[src/rtl/ram2_ctrl_pkg.sv]
// rtl/ram2_ctrl_pkg.sv - shared state encoding, strobe levels and bus widths for ram2_ctrl
package ram2_ctrl_pkg;

  // Pipeline-side bus widths
  localparam int DATA_BUS_W      = 32;
  localparam int INST_BUS_W      = 32;
  localparam int DATA_ADDR_BUS_W = 32;

  // Active levels of the SRAM strobes
  localparam logic RAM_CHIP_ENABLE = 1'b0;
  localparam logic WRITE_ENABLE    = 1'b0;

  typedef enum logic [2:0] {
    RAM2_IDLE     = 3'd0,
    RAM2_RD_I     = 3'd1,
    RAM2_RD_D     = 3'd2,
    RAM2_WR_SETUP = 3'd3,
    RAM2_WR_PULSE = 3'd4,
    RAM2_WR_HOLD  = 3'd5
  } ram2_state_t;

  // Access accepted in IDLE and waiting to be launched on the next edge
  typedef enum logic [1:0] {
    ACC_NONE  = 2'd0,
    ACC_FETCH = 2'd1,
    ACC_READ  = 2'd2,
    ACC_WRITE = 2'd3
  } acc_kind_t;

  // First sequencing state of an accepted access
  function automatic ram2_state_t kind_to_state(acc_kind_t kind);
    case (kind)
      ACC_FETCH: return RAM2_RD_I;
      ACC_READ:  return RAM2_RD_D;
      ACC_WRITE: return RAM2_WR_SETUP;
      default:   return RAM2_IDLE;
    endcase
  endfunction

endpackage

[src/rtl/ram2_ctrl_if.sv]
// rtl/ram2_ctrl_if.sv - pipeline and SRAM signal bundle of ram2_ctrl
interface ram2_ctrl_if #(
  parameter int ADDR_W = 18,
  parameter int DATA_W = 32
);
  import ram2_ctrl_pkg::*;

  // Instruction-fetch port
  logic                       if_req;
  logic [DATA_ADDR_BUS_W-1:0] if_addr;
  logic [DATA_W-1:0]          inst;
  logic                       inst_valid;

  // MEM-stage data port
  logic                       mem_re;
  logic                       mem_we;
  logic [DATA_ADDR_BUS_W-1:0] mem_addr;
  logic [DATA_W-1:0]          mem_wdata;
  logic [DATA_W-1:0]          mem_rdata;
  logic                       mem_done;
  logic                       stall_req;

  // External word SRAM
  logic [ADDR_W-1:0]          ram_addr;
  logic [DATA_W-1:0]          ram_wdata;
  logic [DATA_W-1:0]          ram_rdata;
  logic                       ram_data_oe;
  logic                       ram_ce_n;
  logic                       ram_oe_n;
  logic                       ram_we_n;

  // Controller view
  modport slave (
    input  if_req, if_addr, mem_re, mem_we, mem_addr, mem_wdata, ram_rdata,
    output inst, inst_valid, mem_rdata, mem_done, stall_req,
           ram_addr, ram_wdata, ram_data_oe, ram_ce_n, ram_oe_n, ram_we_n
  );

  // Pipeline plus SRAM view
  modport master (
    output if_req, if_addr, mem_re, mem_we, mem_addr, mem_wdata, ram_rdata,
    input  inst, inst_valid, mem_rdata, mem_done, stall_req,
           ram_addr, ram_wdata, ram_data_oe, ram_ce_n, ram_oe_n, ram_we_n
  );

endinterface

[src/rtl/ram2_ctrl.sv]
// rtl/ram2_ctrl.sv - fetch/data arbiter and strobe sequencer for the RAM2 word SRAM
module ram2_ctrl
  import ram2_ctrl_pkg::*;
#(
  parameter int ADDR_W    = 18,
  parameter int DATA_W    = 32,
  parameter int WR_CYCLES = 1
) (
  input logic         clk,
  input logic         rst,
  ram2_ctrl_if.slave  bus
);

  localparam int CNT_W = (WR_CYCLES > 1) ? $clog2(WR_CYCLES) : 1;

  ram2_state_t       state;
  acc_kind_t         pend;
  logic [ADDR_W-1:0] addr_q;
  logic [DATA_W-1:0] wdata_q;
  logic [CNT_W-1:0]  cnt;
  logic              ce_n;
  logic              oe_n;
  logic              we_n;
  logic              data_oe;
  logic [DATA_W-1:0] inst_q;
  logic              inst_valid_q;
  logic [DATA_W-1:0] rdata_q;
  logic              done_q;

  // A request still held high during its own completion pulse must not be taken again
  logic data_ok;
  logic fetch_ok;
  assign data_ok  = ~done_q;
  assign fetch_ok = ~inst_valid_q;

  // Only the low word-address bits reach the SRAM
  logic unused_addr_bits;
  assign unused_addr_bits = ^{bus.if_addr[DATA_ADDR_BUS_W-1:ADDR_W],
                              bus.mem_addr[DATA_ADDR_BUS_W-1:ADDR_W]};

  // Arbitration, latching and strobe sequencing; every strobe is a register
  always_ff @(posedge clk) begin
    if (!rst) begin
      state        <= RAM2_IDLE;
      pend         <= ACC_NONE;
      addr_q       <= '0;
      wdata_q      <= '0;
      cnt          <= '0;
      ce_n         <= ~RAM_CHIP_ENABLE;
      oe_n         <= 1'b1;
      we_n         <= ~WRITE_ENABLE;
      data_oe      <= 1'b0;
      inst_q       <= '0;
      inst_valid_q <= 1'b0;
      rdata_q      <= '0;
      done_q       <= 1'b0;
    end else begin
      inst_valid_q <= 1'b0;
      done_q       <= 1'b0;
      case (state)
        RAM2_IDLE: begin
          if (pend != ACC_NONE) begin
            state   <= kind_to_state(pend);
            pend    <= ACC_NONE;
            ce_n    <= RAM_CHIP_ENABLE;
            oe_n    <= (pend == ACC_WRITE);
            data_oe <= (pend == ACC_WRITE);
          end else if (data_ok && bus.mem_we) begin
            pend    <= ACC_WRITE;
            addr_q  <= bus.mem_addr[ADDR_W-1:0];
            wdata_q <= bus.mem_wdata;
          end else if (data_ok && bus.mem_re) begin
            pend    <= ACC_READ;
            addr_q  <= bus.mem_addr[ADDR_W-1:0];
          end else if (fetch_ok && bus.if_req) begin
            pend    <= ACC_FETCH;
            addr_q  <= bus.if_addr[ADDR_W-1:0];
          end
        end
        RAM2_RD_I: begin
          inst_q       <= bus.ram_rdata;
          inst_valid_q <= 1'b1;
          state        <= RAM2_IDLE;
          ce_n         <= ~RAM_CHIP_ENABLE;
          oe_n         <= 1'b1;
        end
        RAM2_RD_D: begin
          rdata_q <= bus.ram_rdata;
          done_q  <= 1'b1;
          state   <= RAM2_IDLE;
          ce_n    <= ~RAM_CHIP_ENABLE;
          oe_n    <= 1'b1;
        end
        RAM2_WR_SETUP: begin
          state <= RAM2_WR_PULSE;
          we_n  <= WRITE_ENABLE;
          cnt   <= CNT_W'(WR_CYCLES - 1);
        end
        RAM2_WR_PULSE: begin
          if (cnt == '0) begin
            state <= RAM2_WR_HOLD;
            we_n  <= ~WRITE_ENABLE;
          end else begin
            cnt <= cnt - CNT_W'(1);
          end
        end
        RAM2_WR_HOLD: begin
          state   <= RAM2_IDLE;
          done_q  <= 1'b1;
          ce_n    <= ~RAM_CHIP_ENABLE;
          data_oe <= 1'b0;
        end
        default: begin
          state   <= RAM2_IDLE;
          pend    <= ACC_NONE;
          ce_n    <= ~RAM_CHIP_ENABLE;
          oe_n    <= 1'b1;
          we_n    <= ~WRITE_ENABLE;
          data_oe <= 1'b0;
        end
      endcase
    end
  end

  assign bus.stall_req   = rst & (((bus.mem_re | bus.mem_we) & ~done_q) |
                                  (bus.if_req & ~inst_valid_q));
  assign bus.inst        = inst_q;
  assign bus.inst_valid  = inst_valid_q;
  assign bus.mem_rdata   = rdata_q;
  assign bus.mem_done    = done_q;
  assign bus.ram_addr    = addr_q;
  assign bus.ram_wdata   = wdata_q;
  assign bus.ram_data_oe = data_oe;
  assign bus.ram_ce_n    = ce_n;
  assign bus.ram_oe_n    = oe_n;
  assign bus.ram_we_n    = we_n;

endmodule

[src/flat_wrapper.sv]
// flat-port wrapper written by rule: the top's interface ports become plain ports
module ram2_ctrl_flat import ram2_ctrl_pkg::*;
#(
  parameter int ADDR_W    = 18,
  parameter int DATA_W    = 32,
  parameter int WR_CYCLES = 1
)
  (clk, rst, bus_if_req, bus_if_addr, bus_mem_re, bus_mem_we, bus_mem_addr, bus_mem_wdata, bus_ram_rdata, bus_inst, bus_inst_valid, bus_mem_rdata, bus_mem_done, bus_stall_req, bus_ram_addr, bus_ram_wdata, bus_ram_data_oe, bus_ram_ce_n, bus_ram_oe_n, bus_ram_we_n);
  ram2_ctrl_if #(.ADDR_W(ADDR_W), .DATA_W(DATA_W)) bus_i ();
  input logic clk;
  input logic rst;
  input wire logic [$bits(bus_i.if_req)-1:0] bus_if_req;
  input wire logic [$bits(bus_i.if_addr)-1:0] bus_if_addr;
  input wire logic [$bits(bus_i.mem_re)-1:0] bus_mem_re;
  input wire logic [$bits(bus_i.mem_we)-1:0] bus_mem_we;
  input wire logic [$bits(bus_i.mem_addr)-1:0] bus_mem_addr;
  input wire logic [$bits(bus_i.mem_wdata)-1:0] bus_mem_wdata;
  input wire logic [$bits(bus_i.ram_rdata)-1:0] bus_ram_rdata;
  output wire logic [$bits(bus_i.inst)-1:0] bus_inst;
  output wire logic [$bits(bus_i.inst_valid)-1:0] bus_inst_valid;
  output wire logic [$bits(bus_i.mem_rdata)-1:0] bus_mem_rdata;
  output wire logic [$bits(bus_i.mem_done)-1:0] bus_mem_done;
  output wire logic [$bits(bus_i.stall_req)-1:0] bus_stall_req;
  output wire logic [$bits(bus_i.ram_addr)-1:0] bus_ram_addr;
  output wire logic [$bits(bus_i.ram_wdata)-1:0] bus_ram_wdata;
  output wire logic [$bits(bus_i.ram_data_oe)-1:0] bus_ram_data_oe;
  output wire logic [$bits(bus_i.ram_ce_n)-1:0] bus_ram_ce_n;
  output wire logic [$bits(bus_i.ram_oe_n)-1:0] bus_ram_oe_n;
  output wire logic [$bits(bus_i.ram_we_n)-1:0] bus_ram_we_n;
  assign bus_i.if_req = bus_if_req;
  assign bus_i.if_addr = bus_if_addr;
  assign bus_i.mem_re = bus_mem_re;
  assign bus_i.mem_we = bus_mem_we;
  assign bus_i.mem_addr = bus_mem_addr;
  assign bus_i.mem_wdata = bus_mem_wdata;
  assign bus_i.ram_rdata = bus_ram_rdata;
  assign bus_inst = bus_i.inst;
  assign bus_inst_valid = bus_i.inst_valid;
  assign bus_mem_rdata = bus_i.mem_rdata;
  assign bus_mem_done = bus_i.mem_done;
  assign bus_stall_req = bus_i.stall_req;
  assign bus_ram_addr = bus_i.ram_addr;
  assign bus_ram_wdata = bus_i.ram_wdata;
  assign bus_ram_data_oe = bus_i.ram_data_oe;
  assign bus_ram_ce_n = bus_i.ram_ce_n;
  assign bus_ram_oe_n = bus_i.ram_oe_n;
  assign bus_ram_we_n = bus_i.ram_we_n;
  ram2_ctrl #(.ADDR_W(ADDR_W), .DATA_W(DATA_W), .WR_CYCLES(WR_CYCLES)) u_core (.clk(clk), .rst(rst), .bus(bus_i));
endmodule
[config.mk]
export PLATFORM = sky130hd
export DESIGN_NAME = ram2_ctrl_flat
export DESIGN_NICKNAME = d
export VERILOG_FILES = /design/src/rtl/ram2_ctrl_pkg.sv /design/src/rtl/ram2_ctrl_if.sv /design/src/rtl/ram2_ctrl.sv /design/src/flat_wrapper.sv
export SDC_FILE = /design/constraint.sdc
export NUM_CORES = 1
export LEC_CHECK = 0
export ABC_AREA = 1
export CELL_PAD_IN_SITES_DETAIL_PLACEMENT = 0
export CELL_PAD_IN_SITES_GLOBAL_PLACEMENT = 1
export CORE_MARGIN = 3
export CORE_UTILIZATION = 27
export DETAILED_ROUTE_END_ITERATION = 7
export MAX_ROUTING_LAYER = met4
export PLACE_DENSITY = 0.9
export SLEW_MARGIN = 20
export SYNTH_ARGS = -nofsm -noshare
export SYNTH_HDL_FRONTEND = slang
export SYNTH_SLANG_ARGS = --single-unit
[constraint.sdc]
create_clock -name clk -period 1.6 [get_ports clk]
set_clock_uncertainty 0.15 [all_clocks]
set_input_delay 0.24 -clock clk [delete_from_list [all_inputs] [get_ports clk]]
set_output_delay 0.24 -clock clk [all_outputs]
set_load 0.01 [all_outputs]
# Word-level counts from Yosys, hierarchy flattened
# Cells that the tools add are included.
[classes]
n_addsub = 1
multipliers = 0
n_div = 0
n_lt_le_gt_ge = 0
eq_ne = 11
shifts = 0
mux = 23
n_bitwise = 13
reduce_logical = 21
[op_table]
columns = ["operator", "count"]
rows = [
  ["$mux 18", 3],
  ["$reduce_and 2->1", 6],
  ["$pmux 3 s3", 1],
  ["$mux 2", 4],
  ["$not 1->1", 8],
  ["$pmux 1 s2", 4],
  ["$reduce_or 4->1", 2],
  ["$eq 3x2->1 const B", 2],
  ["$eq 3x3->1 const B", 2],
  ["$mux 1", 6],
  ["$mux 3", 2],
  ["$pmux 2 s3", 1],
  ["$reduce_and 3->1", 2],
  ["$ne 5x1->1 const B", 1],
  ["$reduce_or 5->1", 1],
  ["$eq 2x2->1 const B", 2],
  ["$pmux 2 s2", 1],
  ["$reduce_bool 2->1", 2],
  ["$reduce_or 2->1", 2],
  ["$and 1x1->1", 3],
  ["$eq 3x1->1 const B", 1],
  ["$logic_and 1x1->1", 3],
  ["$logic_not 3->1", 1],
  ["$pmux 1 s3", 1],
  ["other kinds (7)", 8],
]
[word_totals]
register_bits = 126
latch_bits = 0
ramBits = 0
romBits = 0
in_bits = 133
out_inout_bits = 121
elab_cells = 82
n_memories = 0

# Logic depth before layout (Yosys ltp)
# Gate-level depths: netlist of the first run.
[depth]
depth_word = 7
mapped_depth = 9
mapped_depth_nobuf = 8

# Worst setup path after synthesis of the first run
# OpenSTA, ideal clock, no wires.
[synth_timing]
path_type = "register to register"
from = "register u_core.done_q (netlist: u_core.bus.mem_done)"
to = "register u_core.addr_q[10] (netlist: u_core.bus.ram_addr[10])"
setup_ps = 116
t_arrival_ps = 1268
t_required_ps = 1334
slack_ps = 66
path_stages_with_launch = 10
path_buffers = 2
synth_period_minus_slack_ps = 1534
cell_sequence = "dfxtp_1 -> inv_2 -> nand2_2 -> nand2_4 -> buf_4 -> buf_4 -> nand2_1 -> nand2_1 -> o21ai_0 -> nor2_1"
[synth_between]
elab_chain_cells = 4
elab_cells_between_ends = 7
classes_between = "2 x mux; 1 x bitwise; 4 x reduce/logical"
[synth_rtl]
columns = ["element", "line_no", "source"]
rows = [
  ["from (decl)", "ram2_ctrl.sv:28", "logic done_q;"],
  ["from (signal assigned)", "ram2_ctrl.sv:56", "done_q <= 1'b0;"],
  ["from (signal assigned)", "ram2_ctrl.sv:59", "done_q <= 1'b0;"],
  ["from (signal assigned)", "ram2_ctrl.sv:89", "done_q <= 1'b1;"],
  ["$not 1->1 (*)", "ram2_ctrl.sv:33", "assign data_ok = ~done_q;"],
  ["$logic_and 1x1->1, on equally long branches", "ram2_ctrl.sv:72, ram2_ctrl.sv:68", ""],
  ["$reduce_bool 3->1 (no source line) / $mux 18 (equally long branches)", "-", ""],
  ["$reduce_and 3->1 (no source line) / $mux 18 (equally long branches)", "-", ""],
  ["to (signal assigned)", "ram2_ctrl.sv:70", "addr_q <= bus.mem_addr[ADDR_W-1:0];"],
  ["to (signal assigned)", "ram2_ctrl.sv:74", "addr_q <= bus.mem_addr[ADDR_W-1:0];"],
  ["to (signal assigned)", "ram2_ctrl.sv:77", "addr_q <= bus.if_addr[ADDR_W-1:0];"],
  ["to (decl)", "ram2_ctrl.sv:18", "logic [ADDR_W-1:0] addr_q;"],
]
# Mark *: on every way between the ends. The rest lies on a longest branch, timed or not.
# A chain may end at the register's enable or synchronous reset.

# Worst setup path after layout of the first run
[layout_timing]
from = "register u_core.done_q (netlist: u_core.bus.mem_done)"
to = "output bus_stall_req"
[layout_between]
elab_chain_cells = 4
[layout_rtl]
columns = ["element", "line_no", "source"]
rows = [
  ["$not 1->1", "ram2_ctrl.sv:125", "assign bus.stall_req = rst & (((bus.mem_re | bus.mem_we) & ~done_q) |"],
  ["$and 1x1->1", "ram2_ctrl.sv:125", ""],
  ["$or 1x1->1", "ram2_ctrl.sv:125", ""],
  ["$and 1x1->1", "ram2_ctrl.sv:125", ""],
  ["to (decl)", "flat_wrapper.sv:23", "output wire logic [$bits(bus_i.stall_req)-1:0] bus_stall_req;"],
]
# Every way passes these cells.

==> results of run 1 <==
==> worst max-delay path by stage <==
stage,startpoint,to,slack (ns),cells after the start
after floorplan,u_core.bus.mem_done,u_core.bus.ram_addr[10],0.07,9
after global placement,bus_if_req,bus_stall_req,-0.44,6
after detailed placement,bus_mem_re,bus_stall_req,-0.48,6
after CTS,u_core.bus.mem_done,bus_stall_req,-0.11,6
after global routing,u_core.bus.mem_done,bus_stall_req,-0.11,6
final,u_core.bus.mem_done,bus_stall_req,-0.03,6
==> worst register-to-register path, delay by kind of cell (launching register included) <==
family                 cells  cell delay (ns)
AND/OR/NAND/NOR            4             0.38
flip-flops                 1             0.35
buffers and inverters      2             0.31
AO/OA/AOI/OAI              2             0.22
==> report_power, final <==
part	leakage, nW	internal [mW]	switching (mW)	total, mW
clock	0.322	3.01	1.44	4.45
combinational	2.32	1.70	1.90	3.61
sequential	1.03	3.73	0.296	4.02
total	3.67	8.45	3.64	12.1
==> per-layer routing <==
layer,vias up,global-route usage (%)
met5,-,-
met4,0,5.51
met3,15,5.07
met2,148,26.1
met1,2292,20.4
li1,2547,-
==> Yosys cell counts, drive strengths merged <==
| library cell | n |
|---|---|
| nor2 | 176 |
| dfxtp | 125 |
| nand2 | 92 |
| o21ai | 87 |
| nand3 | 55 |
| a21oi | 38 |
| clkbuf | 23 |
| buf | 19 |
| inv | 10 |
| clkinv | 2 |
| nand4 | 1 |
| nor3 | 1 |
| o211ai | 1 |
==> stage by stage <==
stage                     setup TNS (ns)  power, mW  instance area (µm²)
after detailed placement           -9.84       7.94                 7390
final                            -0.0347       12.1                 8070
after CTS                         -0.105       12.1                 7970
after global placement             -8.52       7.89                 7390
after floorplan                        0       5.89                 4770
after global routing              -0.369       12.8                 8070
==> layout make-up <==
class,count,area [µm²],share of cell area (%)
multi-input cells,452,2050,25.3
clock inverters,13,236,2.93
well taps,220,275,3.41
flip-flops and latches,125,2510,31.1
clock buffers,19,453,5.61
inverters,12,48.8,0.604
repair buffers,267,2510,31.1
==> flip-flops by register name, summed over array words and instances, names as in the netlist <==
register / count
u_core.bus.inst: 32
u_core.bus.mem_rdata: 32
u_core.bus.ram_wdata: 32
u_core.bus.ram_addr: 18
u_core.state: 3
u_core.pend: 2
u_core.bus.inst_valid: 1
u_core.bus.mem_done: 1
u_core.bus.ram_ce_n: 1
u_core.bus.ram_data_oe: 1
u_core.bus.ram_oe_n: 1
u_core.bus.ram_we_n: 1
==> kinds of logic after synthesis <==
logic type	synth area share, %
compound gates	13.5
simple gates	28.5
buf+inv	5.53
flops	52.5
==> what timing repair did <==
action                                  in CTS  in global routing
resized for setup                          128                 23
endpoints found under the setup margin     140                 87
setup buffers                                2                  4
pin swaps                                    1                  3
cloned                                       0                  1
==> impl_metrics.csv, run 1 <==
group,metric,value,unit
status,status,"complete, but fails checks",
status,failed_checks,"setup timing",
critical_path,r2r-start,"u_core.state[0]",
critical_path,crit_required,1.21,ns
floorplanning,core-area,0.0169,mm²
grt,grt_pass1_wl,25.4,mm
grt,track_usage,16.6,%
final_layout,fin_nets,1008,
critical_path,worstSetupStartpointType,"flop",
critical_path,path_cells,"inv_4 -> nand2_2 -> nand2_4 -> nor2_4 -> nor2_4 -> buf_6",
cts,insertion_delay,0.41,ns
place,dpl.hpwl,11.1,mm
timing,slew_violations,0,
drt,drcViolationCount,0,
drt,highest_layer,"met4",
cts,cts_buffers,17,
floorplanning,die_h,139,µm
pwr,p_leak,3.67,nW
place,dp.cells,1069,
timing,period_minus_slack,1.63,ns
drt,drt_wl_total,15.8,mm
critical_path,crit_buf_inv,2,
min_path,min_to,"u_core.bus.ram_ce_n",
timing,final.period_utilization,102,%
grt,grt_max_degree,51,
timing,relSlewSlack,68.3,%
min_path,hp-class,"input port to flop",
critical_path,r2r-end,"u_core.bus.ram_addr[11]",
cts,cts_sinks,125,
drt,first_pass_iters,4,
critical_path,crit_top_cell,"nor2_4",
min_path,worstHoldStart,"rst",
logic_synthesis,synth.avg_cell_area,7.57,µm²
critical_path,crit_type,"flop to output port",
critical_path,critical_path_arrival,1.24,ns
critical_path,cpMaxStageDelayCell,"dfxtp_2",
timing,setup_viol,1,
logic_synthesis,synth_top_area_share,52.5,%
logic_synthesis,synth_top_area_cell,"dfxtp_1",
floorplanning,die_area,0.0193,mm²
final_layout,fillCellCount,1704,
final_layout,finish.utilization,47.7,%
logic_synthesis,synth_fp_nets,763,
final_layout,insertedDiodeCount,0,
critical_path,path_max_fanout,3,
logic_synthesis,synth_cell_types,24,
critical_path,worst_setup_path_end_kind,"output port",
cts,cts.path.max_buffers,2,
cts,root_buffer,"clkbuf_16",
drt,wl_met2,7.69,mm
place,place_ws,-0.478,ns
pwr,powerDensity,1500,mW/mm²
cts,h-tree-depth,4,
logic_synthesis,yosys-top-cells-area,"dfxtp_1 52%, nor2_1 13%, o21ai_0 9.0%",
critical_path,r2r_cells,8,
final_layout,drive_gt1_share,11.3,%
floorplanning,initial_utilization,28.2,%
drt,vias,5002,
final_layout,mostFrequentLayoutCells,"168 x nor2_1, 121 x dfxtp_1, 120 x dlygate4sd2_1",
timing,max_freq,612,MHz
drt,met3_length,889,µm
final_layout,final_cells,1108,
logic_synthesis,syn-instance-count,630,
drt,drt_iter0_drc,181,
final_layout,syn2layout_area_growth,69.3,%
place,finalWeightedCongestion,0.794,
critical_path,cp_top_family,"flip-flops",
drt,wl_per_cell,14.3,µm
drt,ant_nets,0,
timing,hold_violations,0,
grt,overflow,0,
final_layout,layout_commonest_cell,"nor2_1",
run,cap_violations,0,
cts,cts_hold_buf,0,
cts,path_clk_slew,0.06,ns
drt,wl_met1,7.01,mm
timing,setup_ws,-0.0347,ns
min_path,min_path_cells,3,
floorplanning,die_w,139,µm
floorplanning,rows,47,
logic_synthesis,ys.warnings.count,0,
timing,rsz0062_at_grt,"true",
critical_path,reg2reg_slack,0.07,ns
drt,vias_per_cell,4.51,
timing,timing.hold.ws,0.154,ns
logic_synthesis,yosysSeqAreaShare,52.5,%
floorplanning,io_pins,254,
logic_synthesis,syn_area,0.00477,mm²
cts,cts_tree,"yes",
place,io_buffers,225,
grt,antenna_found_initial,0,
critical_path,max_stage_delay,0.35,ns
logic_synthesis,ys_ff_latch,125,
pwr,ir_drop,0.000724,V
grt,grt_pass1_vias,4764,
timing,tightest_slew,0.475,ns
Note: power is estimated with default switching activity, not from simulation.
==> run 2: changes to the inputs <==
--- a/config.mk
+++ b/config.mk
@@ -6,13 +6,12 @@
 export NUM_CORES = 1
 export LEC_CHECK = 0
 export ABC_AREA = 1
-export CELL_PAD_IN_SITES_DETAIL_PLACEMENT = 0
-export CELL_PAD_IN_SITES_GLOBAL_PLACEMENT = 1
 export CORE_MARGIN = 3
-export CORE_UTILIZATION = 27
+export CORE_UTILIZATION = 39
 export DETAILED_ROUTE_END_ITERATION = 7
 export MAX_ROUTING_LAYER = met4
-export PLACE_DENSITY = 0.9
+export PLACE_DENSITY = 0.89
+export SETUP_SLACK_MARGIN = 0.15
 export SLEW_MARGIN = 20
 export SYNTH_ARGS = -nofsm -noshare
 export SYNTH_HDL_FRONTEND = slang
==> run 2 against run 1 <==
Effect of this change:
- the run still ends with setup timing left
- clock power down 9.0%
- core utilization grew 32 points
- register-to-register slack got worse by 0.32 ns
- total power rose by 19%
- setup slack lost 0.22 ns
- wire length rose by 38%
- sequential cell count is the same
- die area decreased by 30%
- final area increased by 15%
- global-route usage rose by 10 points
- combinational power increased by 66%
- critical endpoint is now u_core.bus.ram_data_oe
==> impl_metrics.csv, run 2 (synthesis gave the netlist of run 1 again) <==
group,metric,value,unit
timing,setup_ws,-0.251,ns
timing,tns,-3.91,ns
critical_path,worstSetupStartpointType,"flop",
status,status,"complete, but fails checks",
drt,ant_nets,0,
grt,overflow,0,
timing,max_freq,540,MHz
pwr,power,14.3,mW
timing,hold_violations,0,
cts,path_clk_slew,0.06,ns
floorplanning,die_area,0.0136,mm²
cts,h-tree-depth,4,
grt,grt_pass1_vias,5392,
place,dpl.hpwl,10.8,mm
grt,grt_pass1_wl,27.7,mm
grt,track_usage,26.9,%
grt,grt_max_degree,42,
critical_path,crit_required,1.77,ns
place,dp.cells,991,
cts,cts.path.max_buffers,2,
floorplanning,rows,39,
critical_path,path_max_fanout,4,
timing,setup_viol,78,
timing,slew_violations,0,
timing,timing.hold.ws,0.217,ns
floorplanning,initial_utilization,40.9,%
drt,vias,5792,
critical_path,r2r-start,"u_core.state[2]",
status,failed_checks,"setup timing",
final_layout,syn2layout_area_growth,95.2,%
floorplanning,io_pins,254,
final_layout,finalInstanceArea,0.00931,mm²
timing,relSlewSlack,65.8,%
timing,final.period_utilization,116,%
timing,rsz0062_at_grt,"true",
floorplanning,core-area,0.0117,mm²
grt,antenna_found_initial,0,
drt,wl_per_cell,20.3,µm
critical_path,r2r-end,"u_core.bus.ram_data_oe",
timing,period_minus_slack,1.85,ns
cts,insertion_delay,0.41,ns
critical_path,worst_setup_path_end_kind,"flop",
pwr,p_leak,3.98,nW
floorplanning,die_w,117,µm
place,finalWeightedCongestion,0.856,
pwr,ir_drop,0.000832,V
final_layout,insertedDiodeCount,0,
pwr,powerDensity,1540,mW/mm²
drt,vias_per_cell,5.40,
cts,cts_tree,"yes",
final_layout,drive_gt1_share,41.1,%
place,io_buffers,225,
critical_path,r2r_cells,8,
drt,drt_wl_total,21.8,mm
final_layout,fin_nets,1050,
run,cap_violations,0,
drt,drcViolationCount,0,
drt,drt_iter0_drc,538,
place,placed_cell_area,0.00728,mm²
critical_path,endpoint,"u_core.bus.ram_data_oe",
final_layout,final_cells,1073,
cts,root_buffer,"clkbuf_16",
critical_path,reg2reg_slack,-0.25,ns
critical_path,crit_type,"flop to flop",
cts,cts_buffers,17,
final_layout,layout_commonest_cell,"dfxtp_1",
floorplanning,die_h,117,µm
min_path,hp-class,"input port to flop",
final_layout,mostFrequentLayoutCells,"117 x dfxtp_1, 103 x clkdlybuf4s50_1, 77 x nor2_1",
critical_path,startpoint,"u_core.state[2]",
cts,cts_sinks,125,
critical_path,critical_path_arrival,2.02,ns
timing,tightest_slew,0.513,ns
drt,first_pass_iters,5,
## run 2: cell count changes in the layout (fill, tap and decap cells not counted), moves of 43 or more
cell,before,now
clkbuf_2,0,54
dlygate4sd2_1,120,36
nor2_1,168,77
nor2_2,2,47
nor2_4,5,51
o21ai_0,83,28
o21ai_2,0,43
## run 2: how the worst min path moves through the flow
stage | from | endpoint | cells past startpoint | slack, ns
after detailed placement | u_core.bus.inst[30] | u_core.bus.inst[30] | 2 | 0.30
final | rst | u_core.bus.ram_wdata[2] | 4 | 0.22
after global routing | rst | u_core.bus.ram_wdata[31] | 4 | 0.21
after floorplan | bus_mem_wdata[20] | u_core.bus.ram_wdata[20] | 2 | 0.25
after global placement | u_core.bus.inst[14] | u_core.bus.inst[14] | 2 | 0.30
after CTS | rst | u_core.bus.ram_wdata[4] | 4 | 0.18
## run 2: worst max-delay path, cell delays in order (launching register included)
cell and delay [ns]:
dfxtp_2 0.43, inv_4 0.09, nand2_4 0.10, buf_4 0.12, buf_4 0.12, inv_1 0.07
o21ai_0 0.33, nand2_1 0.16, a21oi_1 0.21
## run 2: power breakdown
part | internal [mW] | switching [mW] | leakage, nW
clock network | 2.60 | 1.44 | 0.305
logic | 2.97 | 3.02 | 2.65
registers | 3.74 | 0.545 | 1.03
total | 9.31 | 5.00 | 3.98
## run 2: final cells by class
class                           instances  area, µm²
Clock buffer                           21        480
Clock inverter                         11        139
Fill cell                             704       2350
Inverter                               12       75.1
Multi-Input combinational cell        452       2850
Sequential cell                       125       2520
Tap cell                              143        179
Timing Repair Buffer                  309       3070
## run 2: through the flow
stage | utilization [%] | worst slack, ns
CTS | 73.4 | -0.0555
floorplan | - | 0.160
global placement | 62.5 | -0.460
finish | 79.8 | -0.251
detailed placement | 62.5 | -0.466
global route | 79.8 | -0.318
## run 2: per-layer routing
layer | routed length [µm] | GRT usage, % | up-vias
li1 | - | - | 2638
met1 | 8390 | 31.1 | 2766
met2 | 11100 | 45.7 | 309
met3 | 1380 | 5.75 | 79
met4 | 919 | 10.7 | 0
met5 | 0 | - | -
## run 2: timing repair
item | 4_1_cts | 5_1_grt
setup endpoints to repair | 237 | 175
resized for setup | 309 | 334
pin swaps | 49 | 84
setup buffers | 19 | 14
hold buffers | 0 | 0
hold endpoints to repair | 0 | 0
gates cloned | 9 | 8
==> run 3: changes to the inputs <==
==> constraint.sdc (replaced) <==
create_clock -name clk -period 1.9 [get_ports clk]
set_clock_uncertainty 0.15 [all_clocks]
set_input_delay 0.285 -clock clk [delete_from_list [all_inputs] [get_ports clk]]
set_output_delay 0.285 -clock clk [all_outputs]
set_load 0.01 [all_outputs]
==> run 3 against run 2 <==
Effect of this change:
- the flow now finishes without violations
- highest routed layer unchanged
- sequential cell count unchanged
- non-clock buffer count down 51
- cell count down 4.8%
- core utilization down 12 points
- critical path type is now flop to output port
- count of clock-buffer cells in the layout up 3
- final area down 15%
==> impl_metrics.csv, run 3 (synthesis gave the netlist of run 1 again) <==
group,metric,value,unit
pwr,ir_drop,0.000670,V
final_layout,final_cells,1021,
critical_path,reg2reg_slack,0.23,ns
cts,cts_tree,"yes",
floorplanning,die_area,0.0136,mm²
grt,grt_pass1_wl,22.6,mm
critical_path,max_stage_delay,0.56,ns
critical_path,cpMaxStageDelayCell,"clkdlybuf4s50_1",
timing,slew_violations,0,
timing,setup_viol,0,
min_path,hp-class,"flop to flop",
critical_path,r2r-start,"u_core.state[1]",
floorplanning,die_h,117,µm
floorplanning,initial_utilization,40.9,%
final_layout,insertedDiodeCount,0,
min_path,min_path_cells,2,
cts,insertion_delay,0.41,ns
drt,drt_iter0_drc,324,
drt,vias,5011,
critical_path,path_max_fanout,2,
place,dp.cells,977,
status,status,"finished, final reports clean",
cts,h-tree-depth,4,
critical_path,critical_path_arrival,1.32,ns
timing,hold_violations,0,
pwr,powerDensity,1210,mW/mm²
drt,drt_wl_total,15.6,mm
grt,overflow,0,
grt,track_usage,22.2,%
timing,timing.hold.ws,0.306,ns
drt,vias_per_cell,4.91,
place,dpl.hpwl,10.4,mm
min_path,min_to,"u_core.bus.inst[21]",
drt,ant_nets,0,
timing,tightest_slew,0.739,ns
timing,period_minus_slack,1.75,ns
critical_path,r2r_cells,7,
pwr,p_leak,4.19,nW
timing,setup_ws,0.150,ns
critical_path,crit_type,"flop to output port",
cts,root_buffer,"clkbuf_16",
floorplanning,io_pins,254,
cts,cts.path.max_buffers,2,
final_layout,drive_gt1_share,9.23,%
final_layout,mostFrequentLayoutCells,"169 x nor2_1, 124 x dfxtp_1, 121 x clkdlybuf4s50_1",
final_layout,layout_commonest_cell,"nor2_1",
timing,max_freq,571,MHz
floorplanning,die_w,117,µm
critical_path,r2r-end,"u_core.bus.ram_wdata[9]",
final_layout,finalInstanceArea,0.00794,mm²
cts,path_clk_slew,0.06,ns
cts,cts_sinks,125,
drt,first_pass_iters,4,
final_layout,syn2layout_area_growth,66.4,%
place,place_ws,-0.256,ns
drt,wl_per_cell,15.3,µm
pwr,power,9.63,mW
timing,rsz0062_at_grt,"false",
critical_path,crit_required,1.46,ns
floorplanning,rows,39,
run,cap_violations,0,
place,finalWeightedCongestion,0.851,
critical_path,worst_setup_path_end_kind,"output port",
critical_path,path_cells,"clkdlybuf4s50_1",
place,placed_cell_area,0.00715,mm²
cts,cts_hold_buf,0,
grt,grt_max_degree,85,
timing,tns,0,ns
drt,drcViolationCount,0,
grt,antenna_found_initial,0,
floorplanning,core-area,0.0117,mm²
timing,final.period_utilization,92.1,%
min_path,worstHoldStart,"u_core.bus.inst[21]",
critical_path,cp_top_family,"buffers and inverters",
cts,cts_buffers,17,
timing,relSlewSlack,50.7,%
place,io_buffers,225,
final_layout,fin_nets,999,
critical_path,crit_buf_inv,1,
critical_path,worstSetupStartpointType,"flop",
final_layout,finish.utilization,68.0,%
grt,grt_pass1_vias,4560,
[run 3: area by class of cell]
| class | count | area, µm² |
|---|---|---|
| fillers | 945 | 3730 |
| repair buffers | 258 | 2600 |
| flip-flops and latches | 125 | 2500 |
| multi-input cells | 452 | 2030 |
| clock buffers | 24 | 482 |
| well taps | 143 | 179 |
| clock inverters | 7 | 87.6 |
| inverters | 12 | 48.8 |
[run 3: how the worst max path moves through the flow]
stage	startpoint	endpoint	slack (ns)	cells past startpoint
after CTS	bus_if_req	bus_stall_req	0.15	7
after global routing	u_core.bus.inst[20]	bus_inst[20]	0.11	1
after floorplan	u_core.bus.mem_done	u_core.bus.ram_addr[10]	0.37	9
final	u_core.bus.inst[20]	bus_inst[20]	0.15	1
after global placement	bus_if_req	bus_stall_req	-0.26	7
after detailed placement	bus_if_req	bus_stall_req	-0.26	7
[run 3: per-layer routing]
metal	track usage, %	routed length [µm]
met1	25.9	6270
met2	35.5	7800
met3	5.60	1020
met4	11.2	515
met5	-	0
[run 3: power breakdown]
part           leakage [nW]  switching, mW  internal (mW)
clock network         0.280           1.12           2.02
registers              1.02          0.254           3.14
logic                  2.89           1.60           1.50
[run 3: what timing repair did]
action                     in CTS  in global routing
resized for setup              51                 70
pin swaps                       0                  6
setup endpoints to repair      48                 96
setup buffers                   1                 11
gates cloned                    0                  1
